[config.mk]
export PLATFORM = sky130hd
export DESIGN_NAME = hazard_scoreboard
export DESIGN_NICKNAME = d
export VERILOG_FILES = /design/src/rtl/hazard_scoreboard.sv
export SDC_FILE = /design/constraint.sdc
export NUM_CORES = 1
export LEC_CHECK = 0
export ABC_CLOCK_PERIOD_IN_PS = 4000
export BUFFER_PORTS_ARGS = -buffer_cell sky130_fd_sc_hd__buf_2
export CORE_MARGIN = 2
export CORE_UTILIZATION = 40
export CTS_BUF_LIST = sky130_fd_sc_hd__clkbuf_8
export DETAILED_ROUTE_END_ITERATION = 16
export HOLD_SLACK_MARGIN = 0.05
export MAX_ROUTING_LAYER = met4
export PLACE_DENSITY = 0.65
export SLEW_MARGIN = 10
export SYNTH_ARGS = -nofsm -noshare
export SYNTH_HDL_FRONTEND = slang
export SYNTH_SLANG_ARGS = --single-unit
[constraint.sdc]
create_clock -name clk -period 4 [get_ports clk]
set_clock_uncertainty 0.15 [all_clocks]
set_input_delay 0.6 -clock clk [delete_from_list [all_inputs] [get_ports clk]]
set_output_delay 0.6 -clock clk [all_outputs]
set_load 0.02 [all_outputs]
[src/rtl/hazard_scoreboard.sv]
// Pipeline hazard scoreboard: tracks the EXE and MEM destinations and raises a
// combinational stall request when the ID-stage instruction depends on them.
module hazard_scoreboard (
  input  logic        clk,
  input  logic        rst,
  input  logic [4:0]  src1,
  input  logic [4:0]  src2,
  input  logic        two_src,
  input  logic [4:0]  dest_id,
  input  logic        wb_en_id,
  input  logic        mem_r_en_id,
  input  logic        forward_en,
  input  logic        flush,
  output logic        hazard_detected,
  output logic [4:0]  exe_dest,
  output logic [4:0]  mem_dest,
  output logic [15:0] stall_count
);

  logic [4:0]  r_exe_dest;
  logic        r_exe_wb;
  logic        r_exe_mr;
  logic [4:0]  r_mem_dest;
  logic        r_mem_wb;
  logic [15:0] r_stall_cnt;

  logic w_exe_valid;
  logic w_mem_valid;
  logic w_exe_hit;
  logic w_mem_hit;
  logic w_hazard;

  always_comb begin
    w_exe_valid = r_exe_wb && (r_exe_dest != '0);
    w_mem_valid = r_mem_wb && (r_mem_dest != '0);
    w_exe_hit   = w_exe_valid &&
                  ((r_exe_dest == src1) || (two_src && (r_exe_dest == src2)));
    w_mem_hit   = w_mem_valid &&
                  ((r_mem_dest == src1) || (two_src && (r_mem_dest == src2)));
    // With forwarding only a load in EXE cannot be bypassed in time.
    if (forward_en) begin
      w_hazard = w_exe_hit && r_exe_mr;
    end else begin
      w_hazard = w_exe_hit || w_mem_hit;
    end
  end

  assign hazard_detected = w_hazard;
  assign exe_dest        = r_exe_wb ? r_exe_dest : '0;
  assign mem_dest        = r_mem_wb ? r_mem_dest : '0;
  assign stall_count     = r_stall_cnt;

  // The MEM slot's load flag never influences a decision, so it is not stored.
  always_ff @(posedge clk or posedge rst) begin
    if (rst) begin
      r_exe_dest <= '0;
      r_exe_wb   <= 1'b0;
      r_exe_mr   <= 1'b0;
      r_mem_dest <= '0;
      r_mem_wb   <= 1'b0;
    end else begin
      r_mem_dest <= r_exe_dest;
      r_mem_wb   <= r_exe_wb;
      if (!w_hazard && !flush) begin
        r_exe_dest <= dest_id;
        r_exe_wb   <= wb_en_id;
        r_exe_mr   <= mem_r_en_id;
      end else begin
        r_exe_dest <= '0;
        r_exe_wb   <= 1'b0;
        r_exe_mr   <= 1'b0;
      end
    end
  end

  always_ff @(posedge clk or posedge rst) begin
    if (rst) begin
      r_stall_cnt <= '0;
    end else if (w_hazard && (r_stall_cnt != '1)) begin
      r_stall_cnt <= r_stall_cnt + 16'd1;
    end
  end

endmodule

* After elaboration in Yosys (flattened, before gate mapping)
Index checks and enable logic that the tools add are counted.
Operators by class: div/mod/pow operators 0, eq/ne operators 5, order comparisons 0, add/sub/neg operators 1, reductions and logical operators 16, mux-type cells 6, multipliers 0, bitwise operators 0, shifts and indexed selects 0
Operators by type and width (count):
- $eq 5x5->1 | 4
- $add 16x1->16 const B | 1
- $ne 16x16->1 const B | 1
- $mux 5 | 3
- $reduce_bool 5->1 | 2
- $logic_and 1x1->1 | 9
- $logic_or 1x1->1 | 3
- $mux 1 | 3
- $logic_not 1->1 | 2
Word-level totals: memories kept 0, memory bits (read-only) 0, logic and storage cells 34, register bits after elaboration 29, input bits 22, output and inout bits 27, bits in latches 0, RAM bits 0

* Longest topological paths before layout
Gate-level depths: netlist of run 1.
depth in word-level cells 9, gate-level depth with buffers 7, depth with buffers taken out 6

* Worst setup path after synthesis of run 1
No wires, ideal clock.
path type flip-flop to output port, start register r_exe_dest[1], end output hazard_detected, arrival 1696 ps, cell stages (with the launch flop) 6, setup slack 1554 ps, path buffers 1, data required time 3250 ps, cell sequence dfrtp_1 -> or4_2 -> o221ai_1 -> o22a_4 -> buf_8 -> inv_1
On the way: cells in the longest elaborated chain, start to end 6, elaborated cells on any way between the ends 10, those cells by class eq/ne (2); mux (1); reduce/logical (7)
RTL lines:
- start: declaration | RTL line 20 | logic [4:0] r_exe_dest;
- start signal: assignment | RTL line 65 | r_exe_dest <= dest_id;
- $eq 5x5->1 | RTL line 37 | ((r_exe_dest == src1) || (two_src && (r_exe_dest == src2)));
- $logic_and 1x1->1 | RTL line 37
- $logic_or 1x1->1 | RTL line 37
- $logic_and 1x1->1 * | RTL line 36 | w_exe_hit = w_exe_valid &&
- $logic_or 1x1->1 or $logic_and 1x1->1 (tied branches) | RTL line 44, 42
- $mux 1 * | RTL line 41 | if (forward_en) begin
- end: declaration | RTL line 14 | output logic hazard_detected,
Every way passes the cells marked *; elsewhere a longest branch is shown, timed or not.

* Worst setup path in the final report of run 1
Ends and elaborated chain as after synthesis.

==> impl_metrics.tcl, run 1 <==
set metrics [dict create \
    synth_edf_count 0 \
    final_cell_mix "buf_2 (48), xor2_1 (30), dfrtp_1 (29)" \
    cts_hold_buf 0 \
    viasPerCell 4.94 \
    relSlewSlack_pct 28.1 \
    num_vias 1180 \
    numCtsBuffers 5 \
    postCtsSetupBuffers 0 \
    final_nets 213 \
    num_rows 22 \
    grt_first_pass_wirelength_um 5250 \
    core_um2 3690 \
    post_drt_wl_per_cell_um 13.5 \
    drtIter0Drc 60 \
    tns_ps 0 \
    dp_hpwl_um 2450 \
    syn-instance-count 136 \
    drc 0 \
    clock-sinks 29 \
    cts_resized 0 \
    max_clock_freq_mhz 342 \
    clkTransAtPathRegs_ps 60 \
    grt_max_degree 30 \
    r2r-end "stall_count[14]" \
    layout_setup_ws_ps 1070 \
    ys.flop_type "dfrtp_1" \
    gr-usage-all-layers_pct 16.7 \
    vdd_ir_drop_max_v 0.000289 \
    synth-async-reset-ratio_pct 100 \
    rsz0062_at_grt "false" \
    fp.dieArea_um2 4360 \
    synth_area_leaders "dfrtp_1 (47%), xor2_1 (17%), and2_1 (6.5%)" \
    dr.pass1.iters 5 \
    r2r_cells 6 \
    dpl.cell_count 231 \
    cp-end-kind "primary output" \
    setup.worst_path.class "flip-flop to primary output" \
    synthesis.area_um2 1540 \
    ys_warn_count 0 \
    drive_gt1_share_pct 36.1 \
    h-tree-depth 2 \
    fin_cells 239 \
    cp.arrival_ps 2180 \
    antenna_left 0 \
    crit_slowest_cell "or4_2" \
    clockBufferDepth 2 \
    p_per_area_nw_per_um2 333 \
    crit_path_start_kind "flip-flop" \
    pin_count 49 \
    yosysSeqAreaShare_pct 47.2 \
    synth_seq_cells 29 \
    cts_tree "built" \
    slew_violations 0 \
    final_hold_viol_count 0 \
    area_growth_syn_to_layout_pct 24.1 \
    slowest_delay_ps 680 \
    die_h_um 66 \
    drt-total-wl_um 3220 \
    leakagePower_uw 0.00101 \
    antenna_cells 0 \
    clockRootBuffer "clkbuf_8" \
    fp.dieW_um 66 \
    port_buffers 48 \
    cap_violations 0 \
    worst-r2r-setup-slack_ps 1600 \
    reg2reg_from "r_exe_dest[2]" \
    crit_fanout 17 \
    clock_latency_ps 280 \
    pre_cts_ws_ps 1330 \
    grt-ovfl-total 0 \
    synth_area_leader_cell "dfrtp_1" \
    cp-startpoint "r_exe_dest[1]" \
    worst_pin_slew_ps 1080 \
    fillers 357 \
    setup-violations-final 0 \
    antenna_found_initial 0 \
    ys_types 29 \
    hold_path_class "flip-flop to flip-flop" \
    mostFrequentLayoutCell "buf_2" \
    min_period_ps 2930 \
    crit_required_ps 3250 \
    path_cells "or4_2 -> o221ai_1 -> o22a_4 -> inv_1 -> buf_2" \
    gp_congestion 0.818 \
    min_path_cells 0 \
    grt_pass1_vias 1145 \
    finish.utilization_pct 51.7 \
    synth_area_per_cell_um2 11.3 \
    initial_core_util_pct 41.7 \
    synth.top_cell.area_share_pct 47.2 \
    fin_crit_sh_pct 73.2 \
    status "completed" \
    synth.net_count 159 \
    cp-endpoint "hazard_detected" \
]
[report_power, final]
part / total, uW / leakage (uW) / internal (uW) / switching [uW]
clock network: 222 / 0.0000491 / 117 / 104
registers: 329 / 0.000384 / 309 / 20.1
logic: 84.6 / 0.000580 / 38.2 / 46.4
[cells in the mapped netlist, types with 2 or more instances]
| master | instances |
|---|---|
| a32oi_1 | 2 |
| and2_1 | 16 |
| dfrtp_1 | 29 |
| inv_1 | 4 |
| mux2_2 | 3 |
| nand2_1 | 5 |
| nand3_1 | 4 |
| nand4_1 | 4 |
| nor2_1 | 4 |
| nor3_1 | 8 |
| nor4_1 | 2 |
| nor4_2 | 4 |
| nor4b_1 | 3 |
| or4_2 | 2 |
| xnor2_1 | 3 |
| xor2_1 | 30 |
[worst max-delay path: cells and delay by family, from the launching register on]
kind | cells | cell delay [ps]
AO/OA/AOI/OAI | 2 | 550
buffers and inverters | 2 | 210
AND/OR/NAND/NOR | 1 | 680
flip-flops | 1 | 460
[stage by stage]
stage	cell area (um2)	total power [uW]	hold WS, ps
3_3_place_gp	1830	416	309
2_1_floorplan	1540	384	266
6_report	1910	635	321
4_1_cts	1910	645	322
5_1_grt	1910	672	352
3_5_place_dp	1830	420	308
[final cells by class]
cell class                 instances  area [um2]  share of cell area (%)
clock buffer                       5        68.8                    3.61
clock inverter                     3        13.8                   0.721
inverter                           4        15.0                   0.787
multi-input combinational        101         777                    40.7
sequential                        29         726                    38.0
tap                               48        60.1                    3.15
timing repair buffer              49         248                    13.0
[kinds of logic (layout without fill, tap and decap cells)]
| group | Yosys count | after routing | synth area share [%] |
|---|---|---|---|
| compound gates | 5 | 5 | 3.34 |
| xor+xnor | 33 | 33 | 18.8 |
| fa+ha+maj | 1 | 1 | 0.814 |
| buf+inv | 6 | 61 | 2.28 |
| flops | 29 | 29 | 47.2 |
| mux | 3 | 3 | 2.20 |
| simple gates | 59 | 59 | 25.4 |
[routing by layer]
metal  share of wire (%)  track usage (%)  up-vias
li1                    -                -      586
met1                  46             21.4      558
met2                  47             25.1       30
met3                 5.2             4.77        6
met4                 1.6             6.63        0
met5                   0                -        -
[worst min path at each step]
stage	startpoint	to	slack (ps)
2_1_floorplan	r_exe_wb	r_mem_wb	270
3_3_place_gp	r_exe_wb	r_mem_wb	310
3_5_place_dp	r_exe_wb	r_mem_wb	310
4_1_cts	r_exe_wb	r_mem_wb	320
5_1_grt	r_exe_wb	r_mem_wb	350
6_report	r_exe_wb	r_mem_wb	320
[state kept, by name (all words and copies together), names as in the netlist]
name	count
r_mem_wb	1
r_mem_dest	5
stall_count	16
r_exe_mr	1
r_exe_dest	5
r_exe_wb	1
Power figures use the tool's default switching activity.
==> run 2, diff against run 1 <==
- ABC_AREA: not set -> 1
- ABC_CLOCK_PERIOD_IN_PS: 4000 -> 3000
- PLACE_DENSITY: 0.65 -> not set
- clock period: 4 -> 3 ns (I/O delays scaled with it)
==> run 2 against run 1 <==
Combinational power increased by 70%. Power is 40% higher. Synthesized cell count rose by 110%. Largest power group unchanged. Non-clock buffer count unchanged.
==> impl_metrics.tcl, run 2 <==
set metrics [dict create \
    fin_crit_sh_pct 77.5 \
    cts_tree "built" \
    largest_register_ffs 16 \
    final_hold_viol_count 0 \
    synth_top_family_by_area "simple AND/OR/NAND/NOR gates" \
    drtIter0Drc 116 \
    pin_count 49 \
    busiest_layer "met2" \
    cp-end-kind "primary output" \
    max_clock_freq_mhz 430 \
    clockRootBuffer "clkbuf_8" \
    ys_types 22 \
    use_met3_pct 4.31 \
    drc 0 \
    clockBufferDepth 2 \
    slew_violations 0 \
    min_period_ps 2330 \
    rsz0062_at_grt "false" \
    h-tree-depth 2 \
    tns_ps 0 \
    synth_area_leader_cell "dfrtp_1" \
    synth_compound_area_share_pct 0.673 \
    relSlewSlack_pct 71.9 \
    synth.net_count 302 \
    crit_path_start_kind "flip-flop" \
    dr.pass1.iters 4 \
    cts_hold_buf 0 \
    final_nets 355 \
    antenna_left 0 \
    synth-simple-area-share_pct 42.7 \
    use_met1_pct 25.2 \
    dp_hpwl_um 3180 \
    synth_fa_ha_area_share_pct 0.673 \
    seq_area_um2 726 \
    numCtsBuffers 5 \
    synth-async-reset-ratio_pct 100 \
    synth_mux_area_share_pct 0 \
    leakagePower_uw 0.00143 \
    antenna_cells 0 \
    num_vias 1734 \
    cp.arrival_ps 1730 \
    crit_required_ps 2400 \
    synth.top_cell.area_share_pct 39.1 \
    multi_input_area_um2 932 \
    syn-instance-count 279 \
    drive_gt1_share_pct 20.4 \
    yosys.cell_count.top_type "nand2_1" \
    grt_pass1_vias 1641 \
    vdd_ir_drop_max_v 0.000283 \
    mostFrequentLayoutCell "nand2_1" \
    die_h_um 72.2 \
    grt_first_pass_wirelength_um 7210 \
    synth_area_per_cell_um2 6.66 \
    ys_top_cells_by_count "nand2_1 (117), inv_1 (42), dfrtp_1 (29)" \
    clock-sinks 29 \
    gr-usage-all-layers_pct 18.4 \
    fp.dieArea_um2 5210 \
    gp_congestion 0.874 \
    postCtsSetupBuffers 0 \
    grt-ovfl-total 0 \
    worst_pin_slew_ps 419 \
    grt_max_degree 30 \
    synth_area_leaders "dfrtp_1 (39%), nand2_1 (24%), inv_1 (8.5%)" \
    ys_warn_count 0 \
    antenna_found_initial 0 \
    synth_edf_count 0 \
    ys.flop_type "dfrtp_1" \
    cts_resized 0 \
    initial_core_util_pct 42.1 \
    fp.dieW_um 72.2 \
    clock_latency_ps 280 \
    port_buffers 48 \
    fillers 455 \
    crit_fanout 19 \
    synthesis.area_um2 1860 \
    hold_path_class "input pin to async pin" \
    use_met2_pct 27.3 \
    area_growth_syn_to_layout_pct 20.0 \
    core_um2 4410 \
    setup-violations-final 0 \
    yosys.area_share.xor_xnor_pct 6.13 \
    status "completed" \
    post_drt_wl_per_cell_um 11.1 \
    cap_violations 0 \
    p_per_area_nw_per_um2 400 \
    final_cell_mix "nand2_1 (117), buf_2 (48), inv_1 (43)" \
    num_rows 24 \
    yosysSeqAreaShare_pct 39.1 \
    drt-total-wl_um 4270 \
    setup.worst_path.class "flip-flop to primary output" \
    viasPerCell 4.50 \
    power_uw 892 \
    synth_seq_cells 29 \
    clkTransAtPathRegs_ps 70 \
]
==> run 2: critical path, stage by stage (launching register included) <==
cell,delay [ps]
dfrtp_1,450
inv_1,110
nand2_1,70
nand2_1,40
nor2_1,100
nand3_1,80
nand2_1,80
nand2_1,90
nand2_4,210
buf_2,210
==> run 2: cell type report <==
cell class | instances | area share [%]
multi-input cells | 200 | 41.8
flip-flops and latches | 29 | 32.5
repair buffers | 49 | 11.1
inverters | 47 | 7.91
clock buffers | 5 | 3.09
well taps | 52 | 2.92
clock inverters | 3 | 0.617
==> run 2: worst paths after layout <==
path | start | end | slack [ps] | cells after the start
setup / recovery | r_exe_dest[3] | hazard_detected | 670 | 9
hold reg to reg | r_exe_dest[2] | r_mem_dest[2] | 290 | 0
hold / removal | rst | r_mem_dest[1] | 80 | 3
setup reg to reg | stall_count[0] | stall_count[6] | 1040 | 8
max in group asynchronous | rst | stall_count[2] | 2340 | 3
min in group clk | dest_id[3] | r_exe_dest[3] | 230 | 3
==> run 2: metal layers <==
metal | routed length, um | vias to the layer above
met5 | 0 | -
met4 | 45 | 0
met3 | 205 | 7
met2 | 1830 | 37
met1 | 2180 | 744
li1 | - | 946
==> run 2: cells by family after synthesis <==
logic type,after synthesis
AO/OA/AOI/OAI,2
XOR/XNOR,13
adder cells (fa/ha/maj),1
buffers and inverters,50
flip-flops,29
AND/OR/NAND/NOR,184
==> run 2: where the power goes <==
group          leakage, uW  internal (uW)  switching [uW]
clock network    0.0000491            157             149
logic             0.000989           54.7            89.4
registers         0.000389            413            29.5
==> run 2: through the flow <==
step	utilization (%)	setup slack [ps]	area (um2)	hold WS (ps)	cells
2_1_floorplan	-	1130	1860	244	279
3_3_place_gp	48.6	902	2150	274	377
3_5_place_dp	48.6	909	2150	280	377
4_1_cts	50.5	670	2230	89.6	385
5_1_grt	50.5	508	2230	108	385
6_report	50.5	675	2230	81.6	385
==> run 3, diff against run 2 <==
- ABC_CLOCK_PERIOD_IN_PS: 3000 -> 2050
- PLACE_DENSITY: not set -> 0.66
- clock period: 3 -> 2.05 ns (I/O delays scaled with it)
==> run 3 against run 2 <==
Cell count increased by 0.78%. Count of clock-buffer cells in the layout increased by 1. Register-to-register slack got worse by 830 ps. Critical path depth unchanged. Core utilization increased by 1.1 points. Power increased by 47%. Clock power increased by 47%. Sequential power increased by 46%. Sequential cell count unchanged. Worst setup slack got worse by 540 ps.
==> impl_metrics.tcl, run 3 (synthesis results as in run 2) <==
set metrics [dict create \
    viasPerCell 4.67 \
    drt-total-wl_um 4170 \
    gr-usage-all-layers_pct 18.3 \
    cap_violations 0 \
    status "completed" \
    crit_path_start_kind "flip-flop" \
    final_cell_mix "nand2_1 (117), buf_2 (47), inv_1 (41)" \
    setup.worst_path.class "flip-flop to primary output" \
    pin_count 49 \
    hold_path_class "input pin to flip-flop" \
    fin_crit_sh_pct 93.5 \
    antenna_cells 0 \
    layout_setup_ws_ps 133 \
    cp.arrival_ps 1460 \
    crit_required_ps 1590 \
    rsz0062_at_grt "false" \
    clock_latency_ps 270 \
    setup-violations-final 0 \
    num_rows 24 \
    holdWs_ps 89.7 \
    grt-ovfl-total 0 \
    cp-end-kind "primary output" \
    antenna_found_initial 0 \
    final_nets 359 \
    drtIter0Drc 76 \
    clkTransAtPathRegs_ps 60 \
    numCtsBuffers 5 \
    vdd_ir_drop_max_v 0.000434 \
    max_clock_freq_mhz 522 \
    fp.dieArea_um2 5210 \
    crit_fanout 5 \
    cts_tree "built" \
    pre_cts_ws_ps 192 \
    core_um2 4410 \
    drc 0 \
    worst_pin_slew_ps 494 \
    clock-sinks 29 \
    grt_max_degree 30 \
    grt_pass1_vias 1663 \
    min_period_ps 1920 \
    clockRootBuffer "clkbuf_8" \
    initial_core_util_pct 42.1 \
    mostFrequentLayoutCell "nand2_1" \
    slew_violations 0 \
    drive_gt1_share_pct 21.4 \
    dr.pass1.iters 4 \
    area_growth_syn_to_layout_pct 22.6 \
    die_h_um 72.2 \
    grt_first_pass_wirelength_um 7210 \
    gp_congestion 0.856 \
    final_hold_viol_count 0 \
    num_vias 1813 \
    antenna_left 0 \
    largest_register_ffs 16 \
    relSlewSlack_pct 66.8 \
    port_buffers 48 \
    p_per_area_nw_per_um2 575 \
    dp_hpwl_um 3230 \
    leakagePower_uw 0.00145 \
    tns_ps 0 \
    post_drt_wl_per_cell_um 10.8 \
    clockBufferDepth 2 \
    h-tree-depth 2 \
    fp.dieW_um 72.2 \
]
==> run 3: final cells by class <==
cell class              count  area [um2]
multi-input cells         200         941
flip-flops and latches     29         726
clock buffers               6        82.6
fillers                   451        2140
repair buffers             53         283
inverters                  47         176
well taps                  52        65.1
clock inverters             1        3.75
==> run 3: power breakdown <==
group	total, uW	internal [uW]	switching, uW
clock	450	260	190
sequential	644	605	38.7
combinational	215	83.9	131
==> run 3: path summary, 6_finish.rpt <==
check	from	end	slack [ps]	depth (start not counted)
min in group asynchronous	rst	stall_count[12]	500	4
setup / recovery	r_exe_dest[1]	hazard_detected	130	9
hold / removal	dest_id[1]	r_exe_dest[1]	90	3
max in group asynchronous	rst	r_mem_dest[3]	980	4
setup reg to reg	stall_count[0]	stall_count[10]	210	8
hold reg to reg	r_exe_dest[2]	r_mem_dest[2]	280	0
==> run 3: through the flow <==
stage                     total power [uW]  util (%)  area [um2]  instances
after floorplan                        788         -        1860        279
after global placement                 866      49.0        2160        379
after detailed placement               868      49.0        2160        379
after CTS                             1330      51.3        2270        388
after global routing                  1390      51.6        2280        388
final                                 1310      51.6        2280        388
==> run 3: what timing repair did <==
action | in CTS | in global routing
pin swaps | 1 | 0
hold endpoints to repair | 29 | 0
gates cloned | 0 | 0
hold buffers | 1 | 0
gates resized for setup | 0 | 4
buffers inserted | 1 | 0
setup endpoints to repair | 1 | 2
==> run 3: routing by layer <==
metal	global-route usage (%)	up-vias	share of wire (%)	routed length, um
met2	29.6	44	46	1940
met5	-	-	0	0
met1	22.1	811	47	1940
li1	-	954	-	-
met4	7.97	0	1.6	65
met3	3.89	4	5.4	226
==> run 3: critical path, stage by stage (launching register included) <==
cell     delay, ps
dfrtp_1        420
inv_2           70
nand2_1         60
nand2_1         50
nor2_1         110
nand3_1         80
nand2_1         60
nand2_1         90
nand2_4        100
buf_4          140
